===== src/rtl/wb_port_arbiter_pkg.sv =====
// Shared types for the regfile write-port arbiter: side-result entries and
// starvation FSM states.
package wb_arb_types;

  typedef logic [31:0] rv32i_word;

  typedef struct packed {
    logic [4:0] rd;
    rv32i_word  data;
  } side_entry_t;

  typedef enum logic [0:0] {
    NORMAL  = 1'b0,
    STARVED = 1'b1
  } arb_state_t;

  localparam int unsigned FIFO_DEPTH_DEF   = 2;
  localparam int unsigned STARVE_LIMIT_DEF = 4;

  function automatic logic [31:0] rd_onehot(input logic [4:0] rd);
    return 32'(1) << rd;
  endfunction

endpackage


===== src/rtl/wb_port_arbiter_if.sv =====
// Bus bundle between the WB stage / side unit / hazard unit (master) and the
// write-port arbiter (slave).
interface wb_port_arbiter_if;
  import wb_arb_types::*;

  logic        pipe_we;
  logic [4:0]  pipe_rd;
  rv32i_word   pipe_wdata;
  logic        side_valid;
  logic        side_ready;
  logic [4:0]  side_rd;
  rv32i_word   side_wdata;
  logic        rf_we;
  logic [4:0]  rf_rd;
  rv32i_word   rf_wdata;
  logic        grant_side;
  logic        stall_req;
  logic [31:0] pending_mask;

  modport slave (
    input  pipe_we, pipe_rd, pipe_wdata, side_valid, side_rd, side_wdata,
    output side_ready, rf_we, rf_rd, rf_wdata, grant_side, stall_req, pending_mask
  );

  modport master (
    output pipe_we, pipe_rd, pipe_wdata, side_valid, side_rd, side_wdata,
    input  side_ready, rf_we, rf_rd, rf_wdata, grant_side, stall_req, pending_mask
  );

endinterface


===== src/rtl/wb_port_arbiter_fifo.sv =====
// Side-result buffer: circular FIFO with occupancy count and a decoded mask of
// destination registers held by valid entries.
module wb_result_fifo
  import wb_arb_types::*;
#(
  parameter int unsigned DEPTH = FIFO_DEPTH_DEF
) (
  input  logic        i_clk,
  input  logic        i_rst,
  input  logic        i_push,
  input  side_entry_t i_entry,
  input  logic        i_pop,
  output side_entry_t o_head,
  output logic        o_full,
  output logic        o_empty,
  output logic [31:0] o_pending_mask
);

  localparam int unsigned PW = $clog2(DEPTH);
  localparam int unsigned CW = PW + 1;

  side_entry_t   r_mem [DEPTH];
  logic [PW-1:0] r_wptr;
  logic [PW-1:0] r_rptr;
  logic [CW-1:0] r_count;
  logic [PW-1:0] w_off;
  logic [31:0]   w_mask;

  // Pointers are exactly PW bits wide, so DEPTH being a power of two makes them wrap for free.
  always_ff @(posedge i_clk or posedge i_rst) begin
    if (i_rst) begin
      r_wptr  <= '0;
      r_rptr  <= '0;
      r_count <= '0;
      for (int i = 0; i < DEPTH; i++) r_mem[i] <= '0;
    end else begin
      if (i_push) begin
        r_mem[r_wptr] <= i_entry;
        r_wptr        <= r_wptr + PW'(1);
      end
      if (i_pop) r_rptr <= r_rptr + PW'(1);
      if (i_push && !i_pop) r_count <= r_count + CW'(1);
      else if (!i_push && i_pop) r_count <= r_count - CW'(1);
    end
  end

  // A slot is live when its distance from the read pointer is below the count.
  always_comb begin
    w_mask = '0;
    w_off  = '0;
    for (int i = 0; i < DEPTH; i++) begin
      w_off = PW'(i) - r_rptr;
      if ({1'b0, w_off} < r_count) w_mask = w_mask | rd_onehot(r_mem[i].rd);
    end
  end

  assign o_head         = r_mem[r_rptr];
  assign o_full         = (r_count == CW'(DEPTH));
  assign o_empty        = (r_count == '0);
  assign o_pending_mask = w_mask;

endmodule


===== src/rtl/wb_port_arbiter.sv =====
// Regfile write-port arbiter: the pipeline writeback always wins, buffered
// side results retire into WB bubbles, and a starvation FSM requests bubbles.
module wb_port_arbiter
  import wb_arb_types::*;
#(
  parameter int unsigned FIFO_DEPTH   = FIFO_DEPTH_DEF,
  parameter int unsigned STARVE_LIMIT = STARVE_LIMIT_DEF
) (
  input logic               i_clk,
  input logic               i_rst,
  wb_port_arbiter_if.slave  bus
);

  localparam int unsigned SW = $clog2(STARVE_LIMIT + 1);

  arb_state_t  r_state;
  arb_state_t  w_state_nxt;
  logic [SW-1:0] r_starve_cnt;
  logic [SW-1:0] w_starve_nxt;

  logic        w_pipe_wins;
  logic        w_grant;
  logic        w_accept;
  logic        w_push;
  logic        w_full;
  logic        w_empty;
  side_entry_t w_head;
  side_entry_t w_side_entry;
  logic [31:0] w_mask;
  logic        w_rf_we;
  logic [4:0]  w_rf_rd;
  rv32i_word   w_rf_wdata;

  // A pipeline write to x0 is not a write, so it leaves the slot to the FIFO.
  assign w_pipe_wins  = bus.pipe_we && (bus.pipe_rd != 5'd0);
  assign w_grant      = !i_rst && !w_pipe_wins && !w_empty;
  assign w_accept     = bus.side_valid && !w_full;
  assign w_push       = w_accept && (bus.side_rd != 5'd0);
  assign w_side_entry = '{rd: bus.side_rd, data: bus.side_wdata};

  wb_result_fifo #(
    .DEPTH (FIFO_DEPTH)
  ) u_fifo (
    .i_clk          (i_clk),
    .i_rst          (i_rst),
    .i_push         (w_push),
    .i_entry        (w_side_entry),
    .i_pop          (w_grant),
    .o_head         (w_head),
    .o_full         (w_full),
    .o_empty        (w_empty),
    .o_pending_mask (w_mask)
  );

  always_comb begin
    w_rf_we    = 1'b0;
    w_rf_rd    = '0;
    w_rf_wdata = '0;
    if (!i_rst && w_pipe_wins) begin
      w_rf_we    = 1'b1;
      w_rf_rd    = bus.pipe_rd;
      w_rf_wdata = bus.pipe_wdata;
    end else if (w_grant) begin
      w_rf_we    = 1'b1;
      w_rf_rd    = w_head.rd;
      w_rf_wdata = w_head.data;
    end
  end

  always_ff @(posedge i_clk or posedge i_rst) begin
    if (i_rst) begin
      r_state      <= NORMAL;
      r_starve_cnt <= '0;
    end else begin
      r_state      <= w_state_nxt;
      r_starve_cnt <= w_starve_nxt;
    end
  end

  // A full FIFO with the side unit still waiting starves immediately.
  always_comb begin
    w_state_nxt  = r_state;
    w_starve_nxt = r_starve_cnt;
    case (r_state)
      NORMAL: begin
        if (w_grant || w_empty) begin
          w_starve_nxt = '0;
        end else if ((w_full && bus.side_valid) ||
                     (r_starve_cnt == SW'(STARVE_LIMIT - 1))) begin
          w_state_nxt  = STARVED;
          w_starve_nxt = '0;
        end else begin
          w_starve_nxt = r_starve_cnt + SW'(1);
        end
      end
      STARVED: begin
        if (w_grant) begin
          w_state_nxt  = NORMAL;
          w_starve_nxt = '0;
        end
      end
      default: begin
        w_state_nxt  = NORMAL;
        w_starve_nxt = '0;
      end
    endcase
  end

  assign bus.side_ready   = !w_full;
  assign bus.rf_we        = w_rf_we;
  assign bus.rf_rd        = w_rf_rd;
  assign bus.rf_wdata     = w_rf_wdata;
  assign bus.grant_side   = w_grant;
  assign bus.stall_req    = (r_state == STARVED);
  assign bus.pending_mask = w_mask;

  // The hazard unit must keep pipeline writes off registers still owed by the side unit.
  a_no_waw: assert property (@(posedge i_clk) disable iff (i_rst)
    !(bus.pipe_we && w_mask[bus.pipe_rd]));

endmodule


===== src/flat_wrapper.sv =====
// flat-port wrapper written by rule: the top's interface ports become plain ports
module wb_port_arbiter_flat import wb_arb_types::*;
#(
  parameter int unsigned FIFO_DEPTH   = FIFO_DEPTH_DEF,
  parameter int unsigned STARVE_LIMIT = STARVE_LIMIT_DEF
)
  (i_clk, i_rst, bus_pipe_we, bus_pipe_rd, bus_pipe_wdata, bus_side_valid, bus_side_rd, bus_side_wdata, bus_side_ready, bus_rf_we, bus_rf_rd, bus_rf_wdata, bus_grant_side, bus_stall_req, bus_pending_mask);
  wb_port_arbiter_if bus_i ();
  input logic i_clk;
  input logic i_rst;
  input wire logic [$bits(bus_i.pipe_we)-1:0] bus_pipe_we;
  input wire logic [$bits(bus_i.pipe_rd)-1:0] bus_pipe_rd;
  input wire logic [$bits(bus_i.pipe_wdata)-1:0] bus_pipe_wdata;
  input wire logic [$bits(bus_i.side_valid)-1:0] bus_side_valid;
  input wire logic [$bits(bus_i.side_rd)-1:0] bus_side_rd;
  input wire logic [$bits(bus_i.side_wdata)-1:0] bus_side_wdata;
  output wire logic [$bits(bus_i.side_ready)-1:0] bus_side_ready;
  output wire logic [$bits(bus_i.rf_we)-1:0] bus_rf_we;
  output wire logic [$bits(bus_i.rf_rd)-1:0] bus_rf_rd;
  output wire logic [$bits(bus_i.rf_wdata)-1:0] bus_rf_wdata;
  output wire logic [$bits(bus_i.grant_side)-1:0] bus_grant_side;
  output wire logic [$bits(bus_i.stall_req)-1:0] bus_stall_req;
  output wire logic [$bits(bus_i.pending_mask)-1:0] bus_pending_mask;
  assign bus_i.pipe_we = bus_pipe_we;
  assign bus_i.pipe_rd = bus_pipe_rd;
  assign bus_i.pipe_wdata = bus_pipe_wdata;
  assign bus_i.side_valid = bus_side_valid;
  assign bus_i.side_rd = bus_side_rd;
  assign bus_i.side_wdata = bus_side_wdata;
  assign bus_side_ready = bus_i.side_ready;
  assign bus_rf_we = bus_i.rf_we;
  assign bus_rf_rd = bus_i.rf_rd;
  assign bus_rf_wdata = bus_i.rf_wdata;
  assign bus_grant_side = bus_i.grant_side;
  assign bus_stall_req = bus_i.stall_req;
  assign bus_pending_mask = bus_i.pending_mask;
  wb_port_arbiter #(.FIFO_DEPTH(FIFO_DEPTH), .STARVE_LIMIT(STARVE_LIMIT)) u_core (.i_clk(i_clk), .i_rst(i_rst), .bus(bus_i));
endmodule

===== config.mk =====
export PLATFORM = sky130hd
export DESIGN_NAME = wb_port_arbiter_flat
export DESIGN_NICKNAME = d
export VERILOG_FILES = /design/src/rtl/wb_port_arbiter_pkg.sv /design/src/rtl/wb_port_arbiter_if.sv /design/src/rtl/wb_port_arbiter_fifo.sv /design/src/rtl/wb_port_arbiter.sv /design/src/flat_wrapper.sv
export SDC_FILE = /design/constraint.sdc
export NUM_CORES = 1
export LEC_CHECK = 0
export ABC_AREA = 1
export CAP_MARGIN = 20
export CELL_PAD_IN_SITES_DETAIL_PLACEMENT = 0
export CELL_PAD_IN_SITES_GLOBAL_PLACEMENT = 2
export CORE_MARGIN = 2
export CORE_UTILIZATION = 27
export DETAILED_ROUTE_END_ITERATION = 10
export PLACE_DENSITY = 0.86
export SYNTH_ARGS = -nofsm -noshare
export SYNTH_HDL_FRONTEND = slang
export SYNTH_SLANG_ARGS = --single-unit

===== constraint.sdc =====
create_clock -name i_clk -period 6 [get_ports i_clk]
set_input_delay 0.6 -clock i_clk [delete_from_list [all_inputs] [get_ports i_clk]]
set_output_delay 0.6 -clock i_clk [all_outputs]
set_load 0.005 [all_outputs]

# Word-level counts from Yosys, hierarchy flattened
# Index checks and enable logic that the tools add are counted.
# Widths: inputs -> output; s select.
totals:
  register_bits: 82
  output_inout_bits: 73
  elab_cells: 76
  input_bits: 78
op_classes:
  addsub: 7
  order_cmp: 5
  reduce_logical: 22
  shift: 2
  muxes: 24
  n_bitwise: 4
  n_eq_ne: 3
op_table:
  columns: ["op", "count"]
  rows:
  - ["$mux 37", 4]
  - ["$mux 32", 4]
  - ["$bwmux 74", 1]
  - ["$shl 1x5->32 const A", 2]
  - ["$demux 37 s1", 1]
  - ["$or 32x32->32", 1]
  - ["$logic_and 1x1->1", 10]
  - ["$mux 5", 2]
  - ["$reduce_bool 5->1", 2]
  - ["$mux 3", 3]
  - ["$logic_not 1->1", 6]
  - ["$pmux 3 s2", 1]
  - ["$mux 1", 5]
  - ["$ge 2x2->1 const B", 2]
  - ["$lt 1x2->1", 2]
  - ["$mux 2", 2]
  - ["$not 1->2", 2]
  - ["$add 3x1->3 const B", 1]
  - ["$eq 3x2->1 const B", 1]
  - ["$add 1x1->1 const B", 2]
  - ["$add 2x1->2 const B", 1]
  - ["$eq 2x2->1 const B", 1]
  - ["$logic_not 2->1", 1]
  - ["$logic_or 1x1->1", 2]
  - ["7 further kinds", 8]

# Logic depth before layout (Yosys ltp)
depth:
  word_depth: 8
  mapped_depth: 9
  mapped_depth_nobuf: 8

# By module
# From an unflattened synthesis, not the netlist that was laid out.
hier_totals:
  cells_unflattened: 676
  hier_area_um2: 4894.7
by_module_without_submodules:
  columns: ["module", "seq_area_each_um2", "instances", "cells_each", "area_per_inst_um2"]
  rows:
  - ["wb_result_fifo", 1951.9, 1, 517, 4130.2]
  - ["wb_port_arbiter", 100.1, 1, 159, 764.5]

# Worst setup path after synthesis
# Ideal clock, no wire load.
synth_path:
  path_type: "input -> register"
  from: "input i_rst"
  to: "register u_core.u_fifo.r_count[1]"
  arrival_time_ps: 3672
  n_path_buf: 1
  required_time_ps: 5869
  slack_ps: 2197
  cell_stages: 7
  setup_time_ps: 131
  cell_sequence: "inv_1 nand3_1 buf_2 ha_1 a21oi_1 o21ai_0 xor2_1"
synth_via:
  elab_chain_len: 6
  elab_cells_between_ends: 8
  classes_between: "mux (1); reduce/logical (7)"
synth_lines:
  columns: ["element", "line_no", "rtl"]
  rows:
  - ["from (decl)", "flat_wrapper.sv:10", "input logic i_rst;"]
  - ["$logic_not 1->1 (*)", "wb_port_arbiter.sv:36", "assign w_grant = !i_rst && !w_pipe_wins && !w_empty;"]
  - ["$logic_and 1x1->1 (*) (2 in series)", "wb_port_arbiter.sv:36", null]
  - ["$logic_not 1->1", "wb_port_arbiter_fifo.sv:42", "if (i_push && !i_pop) r_count <= r_count + CW'(1);"]
  - ["$logic_and 1x1->1", "wb_port_arbiter_fifo.sv:42", null]
  - ["$mux 2 / $reduce_bool 2->1 (equally long branches)", null, null]
  - ["to (signal assigned)", "wb_port_arbiter_fifo.sv:42", null]
  - ["to (signal assigned)", "wb_port_arbiter_fifo.sv:43", "else if (!i_push && i_pop) r_count <= r_count - CW'(1);"]
  - ["to (decl)", "wb_port_arbiter_fifo.sv:25", "logic [CW-1:0] r_count;"]
# Every way passes the cells marked *; elsewhere a longest branch is shown, timed or not.
# A chain may end at the register's enable or synchronous reset.

# Final worst setup path
layout_path:
  from: "register u_core.u_fifo.r_rptr"
  to: "output bus_pending_mask[4]"
layout_via:
  elab_chain_len: 5
  elab_cells_between_ends: 7
  classes_between: "add/sub (2); order compare (2); mux (2); bitwise (1)"
layout_lines:
  columns: ["element", "line_no", "rtl"]
  rows:
  - ["from (decl)", "wb_port_arbiter_fifo.sv:24", "logic [PW-1:0] r_rptr;"]
  - ["from (signal assigned)", "wb_port_arbiter_fifo.sv:41", "if (i_pop) r_rptr <= r_rptr + PW'(1);"]
  - ["$sub 1x1->1", "wb_port_arbiter_fifo.sv:52", "w_off = PW'(i) - r_rptr;"]
  - ["$lt 1x2->1", "wb_port_arbiter_fifo.sv:53", "if ({1'b0, w_off} < r_count) w_mask = w_mask | rd_onehot(r_mem[i].rd);"]
  - ["$mux 32", "wb_port_arbiter_fifo.sv:53", null]
  - ["$or 32x32->32", "wb_port_arbiter_fifo.sv:53", null]
  - ["$mux 32 (*)", "wb_port_arbiter_fifo.sv:53", null]
  - ["to (decl)", "flat_wrapper.sv:23", "output wire logic [$bits(bus_i.pending_mask)-1:0] bus_pending_mask;"]
# Marks and branches as above.

==> impl_metrics.csv <==
group,metric,value,unit
outcome,outcome,"finished clean",
critical_path,r2r_setup_slack,3860,ps
timing,rsz0062_at_grt,"no",
clocking,tritoncts,"built",
critical_path,worst-path-max-fanout,53,
timing,period_share,60.58,%
yosys,synth-compound-area-share,9.421,%
power_and_ir_drop,cellPowerDensity,444.5,mW/mm^2
hold_path,hp-class,"register to register",
detailed_routing,drt_wl_total,14910,um
yosys,yosys_warnings,0,
die,fp.dieH,136.7,um
clocking,cts_made_buffers,9,
detailed_routing,wl_met2,7176,um
yosys,synth.ff_latch_count,82,
critical_path,worstPathRequired,5400,ps
critical_path,critPathLaunchType,"register",
die,die_area,0.01869,sq mm
die,fp-row-count,48,
yosys,yosysMostFrequentCell,"nand2_1",
critical_path,cpMaxStageDelayCell,"clkdlybuf4s50_1",
global_routing,grt.overflow.total,0,
detailed_routing,wl_per_cell,14.32,um
yosys,syn_avg_cell_area,6.961,sq um
critical_path,path_cells,"buf_4 > inv_2 > o21ai_2 > nand2_1 > o21ai_0 > clkdlybuf4s50_1",
critical_path,reg2regPathDepth,7,
yosys,post-synth-top-area-cell,"dfrtp_1",
global_routing,grt_pass1_vias,4621,
detailed_routing,vias,4799,
yosys,synth_ff_type,"dfrtp_1",
yosys,yosys.area_share.adder,0.7895,%
timing,max_freq,0.2751,GHz
yosys,synth_top_area_share,43.16,%
yosys,synth-edff-count,0,
timing,hold_viol_final,0,
timing,finClkSkew,6.589,ps
yosys,synth_top_family_by_area,"simple AND/OR/NAND/NOR gates",
detailed_routing,m1WireLength,6688,um
critical_path,cpLargestDelayFamily,"buffers and inverters",
power_and_ir_drop,ir_drop,188.1,uV
die,coreArea,0.01724,sq mm
critical_path,cp.arrival,3030,ps
detailed_routing,drt-initial-drc-count,225,
critical_path,slowest_delay,560,ps
critical_path,crit_start,"u_core.u_fifo.r_rptr",
critical_path,endpoint_kind,"output pin",
detailed_routing,wl_met3,905,um
timing,finalCriticalPeriod,3635,ps
yosys,syn_area,0.004755,sq mm
die,num_io_pins,151,
timing,slew_headroom,42.04,%
yosys,synth.distinct_cells,27,
detailed_routing,top_layer_used,"met4",
layout,fin_nets,892,
timing,slew_viol_final,0,
flow_run,drv_cap,0,
clocking,post_cts_buffers,0,
power_and_ir_drop,leakagePower,3.134,nW
clocking,clk_pin_slew,60,ps
layout,area_growth_syn_to_layout,41.05,%
yosys,synthCells,683,
yosys,synth_area_leaders,"dfrtp_1 43%, nand2_1 29%, o21ai_0 8.4%, mux2i_1 2.3%, buf_4 2.2%",
clocking,postCtsResizedCells,0,
global_routing,grt_pass1_wl,23920,um
critical_path,rr_startpoint,"u_core.u_fifo.r_count[0]",
yosys,muxShareOfSynthArea,2.316,%
yosys,yosys-top-cells-count,"368 x nand2_1, 82 x dfrtp_1, 80 x o21ai_0",
critical_path,cp.depth,6,
global_routing,grt_max_degree,85,
detailed_routing,drt_pass1_iterations,5,
critical_path,worstSetupPathType,"register to output pin",
placement,preCtsSetupSlack,2383,ps
die,die_w,136.7,um
yosys,async_reset_ff_share,100.0,%
timing,hold_ws,468.4,ps
timing,setup_ws,2365,ps
clocking,cts.sinks,82,
placement,place_congestion,0.7990,
yosys,seq_area_frac_synth,43.16,%
critical_path,path_buf_inv,3,
layout,final_cell_area,0.006706,sq mm
clocking,root_buffer,"clkbuf_16",
timing,tightest_slew,867.3,ps
timing,setup_viol,0,
global_routing,grt_usage,16.29,%
global_routing,antenna_found_initial,0,
clocking,cts_buffer_depth,2,
clocking,cts_max_level,3,
hold_path,min_to,"u_core.u_fifo.r_mem[39]",
layout,utilization,38.91,%
yosys,synth_nets,764,
yosys,synth-simple-area-share,36.26,%
placement,io_buffers,150,
hold_path,min_from,"u_core.u_fifo.r_mem[39]",
detailed_routing,postRouteAntennaNets,0,
placement,place_area,0.006326,sq mm
detailed_routing,viasPerCell,4.610,
yosys,synth_xor_area_share,0.3684,%
detailed_routing,drc,0,
die,initial_core_util,27.58,%
layout,drive_above_1_share,4.289,%
critical_path,rr_endpoint,"u_core.u_fifo.r_mem[61]",
hold_path,holdPathStages,2,
clocking,clk_latency,330,ps
timing,tns,0,ps
layout,antenna_cells,0,
placement,dp_hpwl,10180,um
clocking,cts_hold_buffers,0,
[cells in the final DEF (no fill, tap or decap), drive strengths merged]
cell / synthesis / routed
nand2: 369 / 369
clkbuf: 8 / 11
dfrtp: 82 / 82
xor2: 1 / 1
nand4: 13 / 13
nor3: 2 / 2
nand3b: 3 / 3
o21bai: 1 / 1
inv: 31 / 31
clkinv: 2 / 4
clkdlybuf4s50: 0 / 150
nand3: 16 / 16
buf: 29 / 4
nor2: 26 / 26
xnor2: 1 / 1
o21ai: 82 / 82
a21oi: 3 / 3
mux2i: 11 / 11
bufinv: 0 / 3
ha: 3 / 3
[where the power goes]
| part | leakage (nW) | total [mW] | internal (mW) | switching, mW |
|---|---|---|---|---|
| registers | 1.02 | 0.999 | 0.816 | 0.183 |
| clock network | 0.172 | 0.644 | 0.422 | 0.222 |
| logic | 1.94 | 1.34 | 0.530 | 0.808 |
[how the worst max path moves through the flow]
stage,endpoint,slack [ps]
after floorplan,bus_rf_wdata[10],2200
after global placement,bus_rf_rd[2],2440
after detailed placement,bus_rf_rd[2],2380
after CTS,bus_rf_rd[2],2370
after global routing,bus_pending_mask[4],2070
final,bus_pending_mask[4],2370
[logic make-up (layout without fill, tap and decap cells)]
kind of cell | count (synthesis) | after routing
buffers and inverters | 70 | 203
flip-flops | 82 | 82
AND/OR/NAND/NOR | 429 | 429
AO/OA/AOI/OAI | 86 | 86
multiplexers | 11 | 11
XOR/XNOR | 2 | 2
adder cells (fa/ha/maj) | 3 | 3
[routing by layer]
metal	track usage (%)	up-vias
li1	-	2398
met1	20.96	2240
met2	27.64	150
met3	3.444	11
met4	4.456	0
met5	0	-
[stage by stage]
stage / instances / power (mW)
final: 1041 / 2.981
after global routing: 1041 / 3.248
after CTS: 1040 / 3.015
after detailed placement: 1024 / 2.353
after global placement: 1024 / 2.312
after floorplan: 683 / 1.855
[layout make-up]
type,count,area (sq um)
Fill cell,1788,10530
Multi-Input combinational cell,531,2342
Sequential cell,82,2053
Timing Repair Buffer,154,1551
Tap cell,225,281.5
Clock buffer,11,242.7
Inverter,33,125.1
Clock inverter,5,110.1
[registers in the layout, summed over array words and instances, names as in the netlist]
register               cells
u_core.u_fifo.r_count      2
u_core.bus.stall_req       1
u_core.u_fifo.r_rptr       1
u_core.r_starve_cnt        3
u_core.u_fifo.r_wptr       1
u_core.u_fifo.r_mem       74
[tightest hold or removal path, cell delays in order (launching register included)]
cell	delay [ps]
dfrtp_1	340
nand2_1	50
nand2_1	40
No activity file was read; power rests on OpenSTA's default activity.
